File: config.mk
export PLATFORM = sky130hd
export DESIGN_NAME = fetch_unit
export DESIGN_NICKNAME = d
export VERILOG_FILES = /design/src/rtl/fetch_unit.sv
export SDC_FILE = /design/constraint.sdc
export NUM_CORES = 1
export LEC_CHECK = 0
export BUFFER_PORTS_ARGS = -buffer_cell sky130_fd_sc_hd__buf_2
export CORE_UTILIZATION = 55
export CTS_CLUSTER_DIAMETER = 100
export CTS_CLUSTER_SIZE = 8
export DETAILED_ROUTE_END_ITERATION = 10
export GPL_ROUTABILITY_DRIVEN = 0
export GPL_TIMING_DRIVEN = 1
export PLACE_DENSITY = 0.86
export RECOVER_POWER = 100
export SLEW_MARGIN = 10
export SYNTH_ARGS = -nofsm -noshare
export SYNTH_HDL_FRONTEND = slang
export SYNTH_SLANG_ARGS = --single-unit
export TNS_END_PERCENT = 30
File: constraint.sdc
create_clock -name clk -period 7.85 [get_ports clk]
set_clock_uncertainty 0.1 [all_clocks]
set_input_delay 1.57 -clock clk [delete_from_list [all_inputs] [get_ports clk]]
set_output_delay 1.57 -clock clk [all_outputs]
set_load 0.02 [all_outputs]
File: src/rtl/fetch_unit.sv
// Instruction fetch unit.
// Issues word-aligned reads to instruction memory and holds the returned
// word for the core until it is retired. It also presents the decoded
// control fields and the architectural pc+8 value.
// A sticky fault is raised when the memory leaves a request unacknowledged
// for ACK_TIMEOUT consecutive cycles. Only reset clears the fault.
// Every output is driven from a flop. The flops load values computed from
// the next-state logic, so each output always matches the current state.
module fetch_unit #(
    parameter logic [31:0] RESET_PC    = 32'h0000_0000,
    parameter int unsigned ACK_TIMEOUT = 16
) (
    input  logic        clk,
    input  logic        rst,
    output logic        imem_req,
    output logic [31:0] imem_addr,
    input  logic        imem_ack,
    input  logic [31:0] imem_rdata,
    output logic        instr_valid,
    input  logic        instr_ready,
    output logic [31:0] instr,
    output logic [3:0]  cond,
    output logic [1:0]  op,
    output logic [5:0]  funct,
    output logic [3:0]  rd,
    output logic [31:0] pc_plus_8,
    input  logic        pc_ctrl,
    input  logic [31:0] pc_result,
    output logic        fault
);

    localparam logic [1:0] ST_IDLE  = 2'b00;
    localparam logic [1:0] ST_FETCH = 2'b01;
    localparam logic [1:0] ST_HOLD  = 2'b10;
    localparam logic [1:0] ST_FAULT = 2'b11;

    // Wait-counter value seen during the final tolerated unacknowledged cycle.
    localparam logic [7:0] WAIT_LAST = 8'(ACK_TIMEOUT - 1);

    logic [1:0]  state_r;
    logic [31:0] pc_r;
    logic [7:0]  wait_cnt_r;

    logic [1:0]  state_s;
    logic [31:0] pc_s;
    logic [7:0]  wait_cnt_s;
    logic [31:0] instr_s;

    // Next-state, next-pc, wait-counter and captured-word logic.
    always_comb begin
        state_s    = state_r;
        pc_s       = pc_r;
        wait_cnt_s = wait_cnt_r;
        instr_s    = instr;
        case (state_r)
            ST_IDLE: begin
                state_s    = ST_FETCH;
                wait_cnt_s = 8'd0;
            end
            ST_FETCH: begin
                if (imem_ack) begin
                    instr_s    = imem_rdata;
                    state_s    = ST_HOLD;
                    wait_cnt_s = 8'd0;
                end else if (wait_cnt_r == WAIT_LAST) begin
                    state_s    = ST_FAULT;
                    wait_cnt_s = wait_cnt_r + 8'd1;
                end else begin
                    wait_cnt_s = wait_cnt_r + 8'd1;
                end
            end
            ST_HOLD: begin
                if (instr_ready) begin
                    if (pc_ctrl) begin
                        // Redirect targets are forced to word alignment.
                        pc_s = pc_result & 32'hFFFF_FFFC;
                    end else begin
                        pc_s = pc_r + 32'd4;
                    end
                    state_s    = ST_FETCH;
                    wait_cnt_s = 8'd0;
                end else begin
                    state_s = ST_HOLD;
                end
            end
            ST_FAULT: begin
                state_s = ST_FAULT;
            end
            default: begin
                state_s    = ST_IDLE;
                wait_cnt_s = 8'd0;
            end
        endcase
    end

    // Internal state, program counter and wait counter.
    always_ff @(posedge clk or posedge rst) begin
        if (rst) begin
            state_r    <= ST_IDLE;
            pc_r       <= RESET_PC;
            wait_cnt_r <= 8'd0;
        end else begin
            state_r    <= state_s;
            pc_r       <= pc_s;
            wait_cnt_r <= wait_cnt_s;
        end
    end

    // Memory-side outputs: a request is pending only in FETCH.
    // The address register tracks the pc.
    always_ff @(posedge clk or posedge rst) begin
        if (rst) begin
            imem_req  <= 1'b0;
            imem_addr <= RESET_PC;
        end else begin
            imem_req  <= (state_s == ST_FETCH);
            imem_addr <= pc_s;
        end
    end

    // Core-side outputs: the held word, its decoded fields and pc+8.
    always_ff @(posedge clk or posedge rst) begin
        if (rst) begin
            instr_valid <= 1'b0;
            instr       <= 32'd0;
            cond        <= 4'd0;
            op          <= 2'd0;
            funct       <= 6'd0;
            rd          <= 4'd0;
            pc_plus_8   <= RESET_PC + 32'd8;
        end else begin
            instr_valid <= (state_s == ST_HOLD);
            instr       <= instr_s;
            cond        <= instr_s[31:28];
            op          <= instr_s[27:26];
            funct       <= instr_s[25:20];
            rd          <= instr_s[15:12];
            pc_plus_8   <= pc_s + 32'd8;
        end
    end

    // Sticky fault flag; it is asserted only while in FAULT.
    always_ff @(posedge clk or posedge rst) begin
        if (rst) begin
            fault <= 1'b0;
        end else begin
            fault <= (state_s == ST_FAULT);
        end
    end

endmodule

==> summary.txt, run 1 <==
Yosys
  • Ys flop type: dfrtp_1
  • Yosys warning total: 0
  • Seq/Total Area, Yosys: between 40 and 50%
  • Post-synthesis compound-gate area fraction: 11.8%
  • Post-synth cell types: 75
  • Area share of and/or/nand/nor cells after synthesis: 20.6%
  • Largest family of logic cells by synthesized area: simple AND/OR/NAND/NOR gates
  • Top-area cell type share of the netlist area: between 40% and 50%
  • Syn_area_per_cell: 10.5 µm²
  • Synth Area in XOR/XNOR: 4.27%
  • Ranking of synthesized cells by area: dfrtp_1 (47%), mux2_2 (6.9%), buf_4 (3.1%)
  • Cell Area, Synth: 5540 µm²
  • Syn Inst Count: 529
  • Adder-Cell Fraction of Synth Area: 0.677%
  • Cell taking the most area after synthesis: dfrtp_1
  • Synth Register Bits: 104
  • Post-synthesis mux area share: under 10%
  • Async SR Flop Fraction: 100%
  • EDFF count, synth: 0

Finish
  • Synthesis-to-layout area growth: 12.4%
  • Commonest non-fill, non-tap cell in the layout: clkbuf_1
  • Most frequent cells in the layout: clkbuf_1 (116), dfrtp_1 (103), buf_2 (63)
  • NumNets Final: 744
  • Fin cells: between 800 and 900
  • Antenna diodes: 0
  • Final Util: between 60% and 70%
  • Layout cell share with drive strength beyond 1: 19.4%
  • Fill count: 862

Worst setup path
  • Startpoint Class: input pin
  • Worst Path Arrival: roughly 6200 ps
  • Reg-to-Reg Start: state_r[0]$_DFF_PP0_
  • Crit end category: flop
  • Worst setup path startpoint: pc_ctrl
  • Crit Path Max Fanout: 46
  • WS Path Type: in2reg
  • Critical Path RT: 8060 ps

Floorplan
  • Die footprint: 10500 µm²
  • Die Wd: 102 µm
  • Ports: 184
  • Core ar.: a little under 10000 µm²
  • Initial Utilization: 56.7%
  • Die Height: approximately 100 µm
  • Core Rows: 36

Worst hold path
  • Worst hold start: instr[5]$_DFFE_PP0P_
  • Worst Hold Class: reg2reg

Drt
  • Vias after detailed routing: a little under 5000
  • First DRT Iteration DRCs: 360
  • Routed WL per cell: about 17 µm
  • DRT Wirelength: approximately 14000 µm
  • First drt pass iteration count: 5
  • DRC: 0
  • Vias/cell: 5.96
  • Post-route ant nets: 0

Global route
  • Largest net degree at the start of global routing: 81
  • First-pass GRT wire length: 21600 µm
  • Initial antenna violation count: 0
  • Gr ovfl total: 0
  • Number of global-route vias before repair: 4642
  • Global-route usage over all layers: 27.0%

Pwr
  • Pleak: 0.00265 µW
  • P_int: between 1000 and 1500 µW
  • Clock power frac: 15.3%
  • Peak VDD IR: 0.164 mV
  • Sw Ratio: between 40% and 50%
  • Combinational Power Share: 43.8%
  • NetSw: 1030 µW
  • Sequential share of power: between 40% and 50%
  • Cell Pwr Density: 358 nW/µm²

Clock tree
  • Setup bufs post-CTS: 0
  • TritonCTS Sinks: 104
  • Worst skew pair latency: 380 ps
  • Clk buf depth: 2
  • Clk slew on worst S/H paths: 100 ps
  • H-Tree Depth: 3
  • TritonCTS Buffers: 9
  • CTS tree: yes
  • Resized Gates After CTS: 0
  • Cts hold-fix bufs: 0
  • Root buf cell: clkbuf_8

Timing
  • Post-route clock period utilization: 76.9%
  • Tmin final: 6030 ps
  • Final Setup Violations: 0
  • Fin Setup TNS: 0 ps
  • Slew Viols, Final: between 40 and 50
  • Max_slew headroom: -23.1%
  • Hold Violations, Final: 0
  • Unrepaired setup endpoints after global routing: no
  • Worst Tran Pin Value: 1850 ps
  • Fmax: 166 MHz
  • Worst hold margin: 413 ps

Run status
  • Failing checks: capacitance limit, slew limit
  • Run status: finished with violations

Job
  • Max Cap Violations: 1

Placed design
  • I/O Buffers: 177
  • DP HPWL: roughly 10000 µm
  • Placed instance count: 794
-- through the flow --
stage                     worst slack (ps)  cell area, µm²  total power (µW)
after floorplan                       3450            5550              1680
after global placement                2970            6260              1920
after detailed placement              2780            6260              1970
after CTS                             3160            6470              2310
after global routing                  1660            6230              2370
final                                 1820            6230              2230
-- power groups by stage --
stage | logic, µW | registers (µW) | clock network, µW
final | 977 | 913 | 341
after global routing | 1060 | 942 | 368
after CTS | 1050 | 903 | 348
after detailed placement | 1050 | 914 | 0
after global placement | 1020 | 896 | 0
after floorplan | 566 | 1110 | 0
-- routing by layer --
metal	up-vias	part of all wire [%]	global-route usage, %
met5	-	0	0
met2	303	49	45.5
met4	0	3.8	16.7
li1	2174	-	-
met1	2305	39	31.5
met3	49	7.9	5.95
-- cell type report --
type | instances | area, µm² | share of cell area, %
sequential | 104 | 2600 | 41.8
multi-input combinational | 358 | 2420 | 38.9
timing repair buffer | 180 | 758 | 12.2
tap | 133 | 166 | 2.67
clock buffer | 9 | 124 | 1.99
clock inverter | 7 | 80.1 | 1.29
inverter | 19 | 72.6 | 1.17
-- kinds of logic after synthesis --
group	after synthesis
other	1
flip-flops	104
AND/OR/NAND/NOR	191
XOR/XNOR	27
multiplexers	38
buffers and inverters	70
adder cells (fa/ha/maj)	3
AO/OA/AOI/OAI	95
-- registers in the layout, indices dropped and copies added, names as in the netlist --
name,count
pc_plus_8,30
imem_addr,29
instr,20
wait_cnt_r,8
funct,5
cond,3
rd,3
state_r,2
fault,1
imem_req,1
instr_valid,1
op,1
-- worst max-delay path, stage by stage --
cell and delay, ps:
clkbuf_1 1300, inv_1 910, mux2_2 430, o22ai_1 130
nor3_1 730, nand4_1 500, nor4b_1 470, xor2_1 180
-- worst paths after layout --
check	endpoint	slack [ps]	cells after the start
worst max register to register	pc_plus_8[30]$_DFF_PP0_	3560	9
worst max-delay path	pc_plus_8[30]$_DFF_PP0_	1820	8
min in group asynchronous	cond[2]$_DFFE_PP0P_	1250	2
max in group asynchronous	pc_plus_8[26]$_DFF_PP0_	4950	3
worst min-delay path	instr[5]$_DFFE_PP0P_	410	1
worst min register to register	instr[5]$_DFFE_PP0P_	410	1
-- cells in the mapped netlist, types with 14 or more instances --
master   instances
and3_1          18
o21ai_0         21
dfrtp_1        103
mux2_2          34
buf_4           23
o22ai_1         14
nand2_1         39
inv_1           19
nor2_1          36
a21oi_1         18
nand3_1         20
xnor2_1         15
No activity file was read; power rests on OpenSTA's default activity.
==> run 2: changes to the inputs <==
--- a/config.mk
+++ b/config.mk
@@ -5,14 +5,15 @@
 export SDC_FILE = /design/constraint.sdc
 export NUM_CORES = 1
 export LEC_CHECK = 0
+export ABC_AREA = 1
 export BUFFER_PORTS_ARGS = -buffer_cell sky130_fd_sc_hd__buf_2
-export CORE_UTILIZATION = 55
+export CORE_UTILIZATION = 52
 export CTS_CLUSTER_DIAMETER = 100
 export CTS_CLUSTER_SIZE = 8
 export DETAILED_ROUTE_END_ITERATION = 10
 export GPL_ROUTABILITY_DRIVEN = 0
 export GPL_TIMING_DRIVEN = 1
-export PLACE_DENSITY = 0.86
+export PLACE_DENSITY = 0.81
 export RECOVER_POWER = 100
 export SLEW_MARGIN = 10
 export SYNTH_ARGS = -nofsm -noshare
==> constraint.sdc (replaced) <==
create_clock -name clk -period 6 [get_ports clk]
set_clock_uncertainty 0.1 [all_clocks]
set_input_delay 1.2 -clock clk [delete_from_list [all_inputs] [get_ports clk]]
set_output_delay 1.2 -clock clk [all_outputs]
set_load 0.02 [all_outputs]
==> run 2 against run 1 <==
  * Routed wire length grew 8.5%
  * Synthesized area grew 11%
  * Via count grew 19%
  * Count of clock-buffer cells in the layout grew 2
  * Final cell count grew 41%
  * The run still ends with capacitance limit, slew limit left
==> summary.txt, run 2 <==
Timing
  • Post-route clock period utilization: 76.9%
  • Worst hold margin: 374 ps (was 413 ps)
  • Fin Setup TNS: 0 ps (unchanged)
  • Final Setup Violations: 0 (unchanged)
  • Hold Violations, Final: 0 (unchanged)
  • Tmin final: between 4000 and 5000 ps
  • Unrepaired setup endpoints after global routing: no (unchanged)
  • Fmax: 217 MHz
  • Max_slew headroom: -101% (was -23.1%)
  • Slew Viols, Final: 70 (was 47)
  • Worst Tran Pin Value: 3000 ps (was 1850 ps)

Global route
  • Largest net degree at the start of global routing: 69 (was 81)
  • First-pass GRT wire length: 25400 µm (was 21600 µm)
  • Gr ovfl total: 0 (unchanged)
  • Global-route usage over all layers: 25.8% (was 27.0%)
  • Number of global-route vias before repair: 5385 (was 4642)
  • Initial antenna violation count: 0 (unchanged)

Yosys
  • Seq/Total Area, Yosys: 42.5% (was 47.0%)
  • Ranking of synthesized cells by area: dfrtp_1 (42%), nand2_1 (19%), nor2_1 (5.5%) (was dfrtp_1 (47%), mux2_2 (6.9%), buf_4 (3.1%))
  • Async SR Flop Fraction: 100% (unchanged)
  • Post-synth top cells: nand2_1 (308), dfrtp_1 (103), nor2_1 (90) (was dfrtp_1 (103), nand2_1 (39), nor2_1 (36))
  • Cell Area, Synth: 6130 µm² (was 5540 µm²)
  • EDFF count, synth: 0 (unchanged)
  • Ys flop type: dfrtp_1 (unchanged)
  • Most common cell in the netlist: nand2_1 (was dfrtp_1)
  • Syn Inst Count: 837 (was 529)
  • Synth Register Bits: 104 (unchanged)
  • Post-synth cell types: 41 (was 75)
  • Syn_area_per_cell: 7.32 µm² (was 10.5 µm²)
  • Yosys warning total: 0 (unchanged)
  • Cell taking the most area after synthesis: dfrtp_1 (unchanged)
  • Top-area cell type share of the netlist area: 42.1% (was 46.5%)

Pwr
  • Sw Ratio: 50.9% (was 46.1%)
  • Combinational Power Share: 50.4% (was 43.8%)
  • Cell Pwr Density: 534 nW/µm² (was 358 nW/µm²)
  • Clock power frac: 15.9% (was 15.3%)
  • Total chip power: 3770 µW (was 2230 µW)
  • Pleak: 0.00355 µW (was 0.00265 µW)
  • P_int: 1850 µW (was 1200 µW)
  • NetSw: 1920 µW (was 1030 µW)
  • Peak VDD IR: 0.328 mV (was 0.164 mV)
  • Sequential share of power: 33.7% (was 40.9%)

Drt
  • DRT Wirelength: 15100 µm (was 14000 µm)
  • First DRT Iteration DRCs: 327 (was 360)
  • First drt pass iteration count: 5 (unchanged)
  • Routed WL per cell: 13.3 µm (was 17.2 µm)
  • Vias after detailed routing: 5766 (was 4831)
  • Vias/cell: 5.06 (was 5.96)
  • Post-route ant nets: 0 (unchanged)
  • DRC: 0 (unchanged)

Finish
  • NumNets Final: 1064 (was 744)
  • Commonest non-fill, non-tap cell in the layout: nand2_1 (was clkbuf_1)
  • Largest Register: pc_plus_8 (unchanged)
  • Synthesis-to-layout area growth: 15.1% (was 12.4%)
  • Fin area: 7060 µm² (was 6230 µm²)
  • Antenna diodes: 0 (unchanged)
  • Final Util: 61.5% (was 63.7%)
  • Layout cell share with drive strength beyond 1: 13.6% (was 19.4%)
  • Largest register FFs: 30 (unchanged)
  • Fill count: 1124 (was 862)
  • Most frequent cells in the layout: nand2_1 (320), clkbuf_1 (116), dfrtp_1 (103) (was clkbuf_1 (116), dfrtp_1 (103), buf_2 (63))
  • Top flop regs: pc_plus_8: 30 flops, imem_addr: 29 flops, instr: 20 flops (unchanged)

Job
  • Max Cap Violations: 2 (was 1)

Run status
  • Run status: finished with violations (unchanged)
  • Failing checks: capacitance limit, slew limit (unchanged)

Clock tree
  • Cts hold-fix bufs: 0 (unchanged)
  • Root buf cell: clkbuf_16 (was clkbuf_8)
  • H-Tree Depth: 3 (unchanged)
  • CTS tree: yes (unchanged)
  • Clk slew on worst S/H paths: 70 ps (was 100 ps)
  • Setup bufs post-CTS: 0 (unchanged)
  • TritonCTS Sinks: 104 (unchanged)
  • Resized Gates After CTS: 0 (unchanged)
  • TritonCTS Buffers: 9 (unchanged)
  • Worst skew pair latency: 350 ps (was 380 ps)
  • Clk buf depth: 2 (unchanged)

Worst setup path
  • Crit Path Max Fanout: 43 (was 46)
  • Worst setup path startpoint: pc_ctrl (unchanged)
  • Reg-to-Reg Start: state_r[0]$_DFF_PP0_ (unchanged)
  • WS Path Type: in2reg (unchanged)
  • Worst Path Arrival: 4730 ps (was 6240 ps)
  • Crit end category: flop (unchanged)
  • Startpoint Class: input pin (unchanged)
  • Critical Path RT: 6120 ps (was 8060 ps)

Placed design
  • I/O Buffers: 177 (unchanged)
  • Cell Area, Placed: 6970 µm² (was 6260 µm²)
  • DP HPWL: 11400 µm (was 10200 µm)

Floorplan
  • Die Wd: 111 µm (was 102 µm)
  • Ports: 184 (unchanged)
  • Die Height: 111 µm (was 102 µm)
  • Initial Utilization: 53.4% (was 56.7%)
  • Core Rows: 39 (was 36)
  • Core ar.: 11500 µm² (was 9770 µm²)
  • Die footprint: 12200 µm² (was 10500 µm²)

Worst hold path
  • Worst Hold Class: reg2reg (unchanged)
  • Worst hold start: instr[8]$_DFFE_PP0P_ (was instr[5]$_DFFE_PP0P_)
[run 2: final cells by class]
| class | instances | area (µm²) | share of cell area [%] |
|---|---|---|---|
| Multi-Input combinational cell | 605 | 2860 | 40.6 |
| Sequential cell | 104 | 2600 | 36.9 |
| Timing Repair Buffer | 181 | 771 | 10.9 |
| Inverter | 91 | 344 | 4.88 |
| Clock buffer | 11 | 233 | 3.30 |
| Tap cell | 143 | 179 | 2.54 |
| Clock inverter | 5 | 63.8 | 0.904 |
[run 2: worst max-delay path, cell delays in order]
cell and delay, ps:
buf_2 420, clkinvlp_2 1330, or2_2 770, nand2_1 80, nand2_1 50, nand2_1 230, nor2_4 50, nand3_1 180
nor2_1 100, nand2_1 100, nor2_1 70, xor2_1 150
[run 2: power groups by stage]
stage	combinational [µW]	sequential [µW]	clock (µW)
6_report	1900	1270	597
3_5_place_dp	2030	1260	0
5_1_grt	2100	1310	636
2_1_floorplan	1140	1590	0
4_1_cts	2040	1260	608
3_3_place_gp	1990	1260	0
[run 2: cells by family after synthesis]
kind of cell,share of synthesized area [%]
fa+ha+maj,0.613
buf+inv,9.96
xor+xnor,3.00
compound gates,4.82
flops,42.5
simple gates,39.1
other cells,0.0612
[run 2: through the flow]
stage / std cells / setup WS (ps)
5_1_grt: 1140 / 1050
3_3_place_gp: 1124 / 1980
6_report: 1140 / 1380
2_1_floorplan: 840 / 1970
4_1_cts: 1140 / 2290
3_5_place_dp: 1124 / 1930
[run 2: per-layer routing]
layer	vias to the layer above	share of wire [%]	global-route usage, %
li1	2864	-	-
met1	2653	43	32.9
met2	214	47	42.0
met3	35	7.0	5.16
met4	0	3.3	12.5
met5	-	0	0
[run 2: path summary, 6_finish.rpt]
kind | endpoint | slack (ps) | depth (start not counted)
worst max register to register | pc_plus_8[27]$_DFF_PP0_ | 2680 | 17
worst min register to register | instr[8]$_DFFE_PP0P_ | 370 | 2
min in group asynchronous | instr[3]$_DFFE_PP0P_ | 1610 | 2
worst min-delay path | instr[8]$_DFFE_PP0P_ | 370 | 2
worst max-delay path | pc_plus_8[22]$_DFF_PP0_ | 1380 | 12
max in group asynchronous | pc_plus_8[3]$_DFF_PP1_ | 2650 | 3
